<file path="src/rtl/pc_fetch_unit.sv">
// Instruction fetch front end: a three-state request/deliver engine with a
// circular return-address stack that overwrites its oldest entry when full.
`timescale 1ns/1ps

module pc_fetch_unit #(
  parameter logic [7:0] RESET_PC  = 8'h00,
  parameter logic [7:0] STEP      = 8'd4,
  parameter int         RAS_DEPTH = 4
) (
  input  logic       clk,
  input  logic       reset_n,
  input  logic       stall,
  input  logic       redirect,
  input  logic [7:0] redirect_pc,
  input  logic       call,
  input  logic       ret,
  output logic       mem_req,
  output logic [7:0] mem_addr,
  input  logic       mem_ack,
  input  logic [7:0] mem_rdata,
  output logic       instr_valid,
  output logic [7:0] instr,
  output logic [7:0] instr_pc,
  output logic       ras_empty,
  output logic       ras_overflow,
  output logic       ras_underflow
);

  localparam int PTR_W = (RAS_DEPTH > 1) ? $clog2(RAS_DEPTH) : 1;
  localparam int CNT_W = $clog2(RAS_DEPTH + 1);

  typedef enum logic [1:0] {IDLE, REQ, DELIVER} state_t;

  state_t           r_state, w_next_state;
  logic [7:0]       r_pc, w_next_pc, w_seq_pc;
  logic [7:0]       r_instr, r_instr_pc;
  logic [7:0]       r_ras [RAS_DEPTH];
  logic [PTR_W-1:0] r_top, w_top_inc, w_top_dec;
  logic [CNT_W-1:0] r_count;
  logic             r_overflow, r_underflow;
  logic             w_full, w_push, w_pop, w_underflow_evt;

  // 8-bit sum wraps naturally, so FC + 4 lands on 00.
  assign w_seq_pc  = r_pc + STEP;
  assign w_full    = (r_count == CNT_W'(RAS_DEPTH));
  // r_top points at the next free slot; both directions wrap for any depth.
  assign w_top_inc = (r_top == PTR_W'(RAS_DEPTH - 1)) ? '0 : r_top + PTR_W'(1);
  assign w_top_dec = (r_top == '0) ? PTR_W'(RAS_DEPTH - 1) : r_top - PTR_W'(1);

  // NOTE: every signal gets a default before the case, so no path can infer a latch.
  always_comb begin
    w_next_state    = r_state;
    w_next_pc       = r_pc;
    w_push          = 1'b0;
    w_pop           = 1'b0;
    w_underflow_evt = 1'b0;
    case (r_state)
      IDLE:    w_next_state = REQ;
      REQ:     if (mem_ack) w_next_state = DELIVER;
      DELIVER: begin
        if (!stall) begin
          w_next_state = REQ;
          if (ret) begin
            if (r_count != '0) begin
              w_pop     = 1'b1;
              w_next_pc = r_ras[w_top_dec];
            end else begin
              w_underflow_evt = 1'b1;
              w_next_pc       = w_seq_pc;
            end
          end else if (call) begin
            w_push    = 1'b1;
            w_next_pc = redirect_pc;
          end else if (redirect) begin
            w_next_pc = redirect_pc;
          end else begin
            w_next_pc = w_seq_pc;
          end
        end
      end
      default: w_next_state = IDLE;
    endcase
  end

  // NOTE: sequential state uses non-blocking assignments so every register
  // samples the pre-edge values regardless of statement order.
  always_ff @(posedge clk) begin
    if (!reset_n) begin
      r_state     <= IDLE;
      r_pc        <= RESET_PC;
      r_instr     <= '0;
      r_instr_pc  <= '0;
      r_top       <= '0;
      r_count     <= '0;
      r_overflow  <= 1'b0;
      r_underflow <= 1'b0;
    end else begin
      r_state <= w_next_state;
      r_pc    <= w_next_pc;
      if (r_state == REQ && mem_ack) begin
        r_instr    <= mem_rdata;
        r_instr_pc <= r_pc;
      end
      if (w_push) begin
        r_top <= w_top_inc;
        if (w_full) r_overflow <= 1'b1;
        else        r_count    <= r_count + CNT_W'(1);
      end else if (w_pop) begin
        r_top   <= w_top_dec;
        r_count <= r_count - CNT_W'(1);
      end
      if (w_underflow_evt) r_underflow <= 1'b1;
    end
  end

  // NOTE: the stack storage has no reset; r_count alone decides which entries are live.
  always_ff @(posedge clk) begin
    if (reset_n && w_push) r_ras[r_top] <= w_seq_pc;
  end

  assign mem_req       = (r_state == REQ);
  assign mem_addr      = mem_req ? r_pc : '0;
  assign instr_valid   = (r_state == DELIVER);
  assign instr         = r_instr;
  assign instr_pc      = r_instr_pc;
  assign ras_empty     = (r_count == '0);
  assign ras_overflow  = r_overflow;
  assign ras_underflow = r_underflow;

endmodule

</file>
<file path="config.mk">
export PLATFORM = sky130hd
export DESIGN_NAME = pc_fetch_unit
export DESIGN_NICKNAME = d
export VERILOG_FILES = /design/src/rtl/pc_fetch_unit.sv
export SDC_FILE = /design/constraint.sdc
export NUM_CORES = 1
export LEC_CHECK = 0
export BUFFER_PORTS_ARGS = -buffer_cell sky130_fd_sc_hd__buf_2
export CAP_MARGIN = 15
export CORE_AREA = 2 2 76 78
export CTS_CLUSTER_SIZE = 28
export DETAILED_ROUTE_END_ITERATION = 6
export DIE_AREA = 0 0 78 80
export GPL_ROUTABILITY_DRIVEN = 0
export PLACE_DENSITY = 0.78
export SLEW_MARGIN = 20
export SYNTH_ARGS = -nofsm -noshare
export SYNTH_HDL_FRONTEND = slang
export SYNTH_SLANG_ARGS = --single-unit
</file>
<file path="constraint.sdc">
create_clock -name clk -period 2.8 [get_ports clk]
set_input_delay 0.42 -clock clk [delete_from_list [all_inputs] [get_ports clk]]
set_output_delay 0.42 -clock clk [all_outputs]
set_load 0.01 [all_outputs]
</file>
# --- Yosys cells after proc, flatten, opt, wreduce, memory -nomap -nowiden ---
# Memories as Yosys holds them, arrays and structs flattened.
# Cells that the tools add are included.
word_totals:
  regBits: 33
  latch_bits: 0
  mem_bits_rw: 32
  romBits: 0
  input_bits: 23
  elab_cells: 62
  n_memories: 1
mem_list:
  columns: ["memory", "words", "width", "rd", "rd_clocked_by_memory_dff", "wr", "line_no", "rtl"]
  rows:
  - ["r_ras", 4, 8, 1, 0, 1, "37", "logic [7:0] r_ras [RAS_DEPTH];"]
classes:
  addsub: 5
  multipliers: 0
  n_div: 0
  order_cmp: 0
  n_eq_ne: 7
  shift: 0
  mux: 29
  n_bitwise: 1
  n_reduce_logical: 11
ops:
  columns: ["operator", "n"]
  rows:
  - ["8-bit two-way mux", 5]
  - ["1-bit two-way mux", 14]
  - ["2-bit two-way mux", 6]
  - ["3-bit two-way mux", 3]
  - ["8-bit by 3-bit adder with 8-bit output, second input constant", 1]
  - ["2-bit AND reduction", 4]
  - ["2-bit one-hot mux with 3 select lines", 1]
  - ["2-bit equality test, second input constant", 2]
  - ["2-bit logical NOT", 2]
  - ["2-bit != test, second input constant", 2]
  - ["3-bit by 1-bit adder with 3-bit output, second input constant", 1]
  - ["3-bit equality test, second input constant", 1]
  - ["3-bit logical NOT", 1]
  - ["3-bit nonzero test", 1]
  - ["3-bit by 1-bit subtractor with 3-bit output, second input constant", 1]
  - ["2-bit by 1-bit adder with 2-bit output, second input constant", 1]
  - ["2-bit by 1-bit equality test with 1-bit output, second input constant", 1]
  - ["1-bit logical AND", 2]
  - ["2-bit by 1-bit != test with 1-bit output, second input constant", 1]
  - ["2-bit nonzero test", 1]
  - ["2-bit by 1-bit subtractor with 2-bit output, second input constant", 1]
  - ["1-bit NOT", 1]

# --- Logic depth before layout (Yosys ltp) ---
logic_depth:
  depth_word: 7
  mapped_depth: 9
  ltp_nobuf: 7

# --- Worst setup path after synthesis ---
# OpenSTA, ideal clock, no wires.
synth_path:
  kind: "register to register"
  start: "reg r_top[0]"
  end: "reg r_pc[7]"
  arrival_time_ns: 1.951
  required_time_ns: 2.677
  slack_ns: 0.726
  stages_incl_launch_ff: 9
  n_path_buf: 2
  period_less_slack_ns: 2.074
  cell_sequence: "dfxtp_1 -> clkbuf_1 -> inv_1 -> ha_1 -> nor2b_1 -> buf_4 -> mux4_2 -> nand2_1 -> a31oi_1"
synth_via:
  elab_chain_cells: 5
synth_rtl:
  columns: ["element", "line_no", "rtl"]
  rows:
  - ["start: declaration", "38", "logic [PTR_W-1:0] r_top, w_top_inc, w_top_dec;"]
  - ["start signal: assignment", "105", "r_top <= w_top_inc;"]
  - ["start signal: assignment", "109", "r_top <= w_top_dec;"]
  - ["2-bit by 1-bit subtractor with 2-bit output / 2-bit logical NOT (equally long branches)", "48", "assign w_top_dec = (r_top == '0) ? PTR_W'(RAS_DEPTH - 1) : r_top - PTR_W'(1);"]
  - ["2-bit two-way mux *", "48", null]
  - ["memory 4 x 8 bit *", null, null]
  - ["8-bit two-way mux *", "64", "if (r_count != '0) begin"]
  - ["8-bit two-way mux *", "63", "if (ret) begin"]
  - ["end signal: assignment", "99", "r_pc <= w_next_pc;"]
  - ["end: declaration", "35", "logic [7:0] r_pc, w_next_pc, w_seq_pc;"]
# Mark *: on every way between the ends. The rest lies on a longest branch, timed or not.
# A chain may end at the register's enable or synchronous reset.

# --- Final worst setup path ---
layout_path:
  start: "reg r_top[0]"
  end: "reg r_pc[5]"
# The elaborated chain is that of the path after synthesis.

==> results.json <==
{
  "cts_resized": 0,
  "synth-seq-cells": 65,
  "setup.worst_path.end": "r_pc[5]",
  "hold_path.class": "in -> reg",
  "hold_violations": 0,
  "crit_type": "reg -> reg",
  "fp.dieW_um": 78,
  "grt_pass1_wl_um": 9840,
  "final_antenna_net_count": 0,
  "rrSetupSlack_ns": 0.68,
  "setup_tns_ns": 0,
  "worst_slack_ns": 0.684,
  "grt_pass1_vias": 2071,
  "grt.total_usage_pct": 20.5,
  "fin_crit_ns": 2.12,
  "synth_compound_area_share_pct": 18.3,
  "holdWs_ns": 0.328,
  "synth.distinct_cells": 44,
  "rsz0062_at_grt": "no",
  "start_kind": "flip-flop",
  "cpPeakStageDelay_ns": 0.39,
  "drv_slew": 0,
  "drive_gt1_share_pct": 22.6,
  "path_max_fanout": 20,
  "place_inst": 379,
  "final_util_pct": 63.1,
  "io_pins": 52,
  "grt_antenna_before_repair": 0,
  "ys_warn_count": 0,
  "drc_errors": 0,
  "startpoint": "r_top[0]",
  "pre_cts_ws_ns": 0.611,
  "fillers": 456,
  "path_common_cell": "buf_4",
  "critPathArrivalTime_ns": 2.38,
  "relSlewSlack_pct": 59.3,
  "cts_tree": "yes",
  "cts_buffer_depth": 2,
  "place.port_buffers": 51,
  "hpwlAfterDp_um": 4100,
  "synth_area_sq_mm": 0.00292,
  "nets": 347,
  "cts_setup_buffers": 0,
  "core_sq_mm": 0.00541,
  "cts_root_buffer": "clkbuf_8",
  "die_y_um": 80,
  "synthMuxAreaShare_pct": 3.52,
  "maxCapViolations": 0,
  "r2r_start": "r_top[0]",
  "power_density_mw_per_mm2": 575,
  "vias": 2157,
  "fmax_mhz": 473,
  "clkTransAtPathRegs_ns": 0.07,
  "dieArea_sq_mm": 0.00624,
  "synthSimpleGateAreaFrac_pct": 14.5,
  "synthCells": 271,
  "finalWirelength_um": 5990,
  "path_cells": "buf_4 > inv_1 > ha_1 > nor2b_1 > buf_4 > mux2i_1 > a211o_1 > a31oi_1",
  "fin_worst_skew_ns": 0.00689,
  "cts_num_sinks": 65,
  "synth_top_family_by_area": "compound AO/OA/AOI/OAI gates",
  "grt_max_degree": 33,
  "row_count": 27,
  "areaGrowthSynthToFinish_pct": 16.9,
  "initial_utilization_pct": 54.0,
  "critPathSlowestCell": "nor2b_1",
  "multi_input_area_sq_mm": 0.00119,
  "seq_area_sq_mm": 0.00162,
  "cts_buffers": 9,
  "leakagePower_nw": 1.30,
  "outcome": "finished, final reports clean",
  "synth_xor_area_share_pct": 1.80,
  "vias_per_cell": 5.46,
  "ff2ff_path_depth": 8,
  "h-tree-depth": 3,
  "clock_latency_ns": 0.34,
  "wl_per_cell_um": 15.2,
  "initialDrtViolationCount": 121,
  "min_period_over_period_pct": 75.6,
  "synth_fa_ha_area_share_pct": 2.57,
  "vdd_drop_max_mv": 0.466,
  "syn_area_per_cell_sq_um": 10.8,
  "hold_buffers": 0,
  "synth_nets": 300,
  "r2r-end": "r_pc[5]",
  "grt_overflow": 0,
  "finalNonFillerCells": 395,
  "dr.pass1.iters": 4,
  "end_kind": "flip-flop",
  "finalSetupViolCount": 0,
  "worstPathRequired_ns": 3.07,
  "antenna_cells": 0,
  "tightestPinTransition_ns": 0.611,
  "yosysSeqAreaShare_pct": 55.6
}
==> sequential cells by signal, indices dropped and copies added, names as in the netlist <==
signal         flops
ras_overflow       1
r_state            2
r_pc               8
r_ras             32
instr_pc           8
r_count            3
ras_underflow      1
instr              8
r_top              2
==> power by group <==
| group | leakage (nW) | total [mW] | internal [mW] | switching (mW) |
|---|---|---|---|---|
| clock | 0.102 | 0.837 | 0.498 | 0.339 |
| combinational | 0.652 | 0.106 | 0.0435 | 0.0630 |
| sequential | 0.546 | 1.02 | 1.00 | 0.0113 |
==> placed cells by master (no fill, tap or decap), drive strengths merged, types with 7 or more instances in the layout <==
master   n
a211o    8
a211oi   8
a21boi  21
a21oi    7
a31oi    7
and2    10
buf     56
clkbuf  12
dfxtp   33
edfxtp  32
mux2i    8
nand2   40
nor2     7
nor2b   11
o21ai   11
==> cell type report <==
| type | count | area share [%] |
|---|---|---|
| Sequential cell | 65 | 47.6 |
| Multi-Input combinational cell | 182 | 34.8 |
| Timing Repair Buffer | 56 | 8.59 |
| Clock buffer | 12 | 3.96 |
| Tap cell | 72 | 2.64 |
| Clock inverter | 4 | 2.02 |
| Inverter | 4 | 0.440 |
==> per-stage QoR <==
stage	power, mW	cell area [sq um]
6_report	1.96	3410
5_1_grt	2.01	3410
4_1_cts	1.97	3410
3_5_place_dp	1.14	3210
3_3_place_gp	1.14	3210
2_1_floorplan	1.10	2920
==> metal layers <==
metal	up-vias	part of all wire, %	track usage [%]
met2	75	45	31.3
met3	7	8.7	4.86
met5	-	0	0
met4	0	1.2	10.0
met1	1006	45	27.6
li1	1069	-	-
==> logic make-up (layout without fill, tap and decap cells) <==
kind of cell,Yosys count,count (layout)
fa+ha+maj,6,6
mux,9,9
buf+inv,24,76
simple gates,87,87
compound gates,74,74
flops,65,65
xor+xnor,6,6
==> cell usage after synthesis <==
master     n  area, sq um
edfxtp_1  32          961
a21boi_2   1         11.3
ha_1       6         75.1
nand3_1    3         15.0
a211o_1    8         70.1
a311o_1    1         10.0
dfxtp_1   33          661
mux2i_1    8         80.1
nand4_1    1         6.26
or2_2      1         6.26
a211oi_1   7         52.6
clkbuf_1  10         37.5
o21a_1     2         15.0
a31oi_1    7         43.8
or3_1      1         6.26
a21boi_0  20          150
buf_2      7         35.0
o311a_1    1         10.0
buf_1      1         3.75
and3_1     5         31.3
nor2b_1   11         68.8
o21bai_1   1         7.51
xnor2_1    3         26.3
xor2_1     3         26.3
buf_4      1         7.51
or3b_1     1         8.76
inv_1      4         15.0
a22oi_1    1         7.51
nand2b_1   1         6.26
nor2_1     7         26.3
mux4_2     1         22.5
buf_6      1         11.3
o21ai_0   11         55.1
o31a_1     1         8.76
a211oi_2   1         12.5
o21ba_2    1         10.0
nor3_1     4         20.0
nor3b_1    1         7.51
and2b_1    1         7.51
o31ai_1    1         7.51
a21oi_1    7         35.0
nand2_1   40          150
and2_1    10         62.6
a221oi_1   3         26.3
==> critical path: cells and delay by family (launching register included) <==
kind                     cells  cell delay, ns
buffers and inverters        3            0.56
AO/OA/AOI/OAI                2            0.47
AND/OR/NAND/NOR              1            0.39
flip-flops                   1            0.31
adder cells (fa/ha/maj)      1            0.24
multiplexers                 1            0.08
==> worst min-delay path by stage <==
stage,startpoint,to,slack [ns],depth (start not counted)
final,mem_rdata[1],instr[1],0.33,3
after global routing,mem_rdata[4],instr[4],0.32,3
after CTS,mem_rdata[4],instr[4],0.32,3
after detailed placement,instr_pc[5],instr_pc[5],0.46,2
after global placement,instr[4],instr[4],0.45,2
after floorplan,r_pc[7],instr_pc[7],0.47,2
No activity file was read; power rests on OpenSTA's default activity.
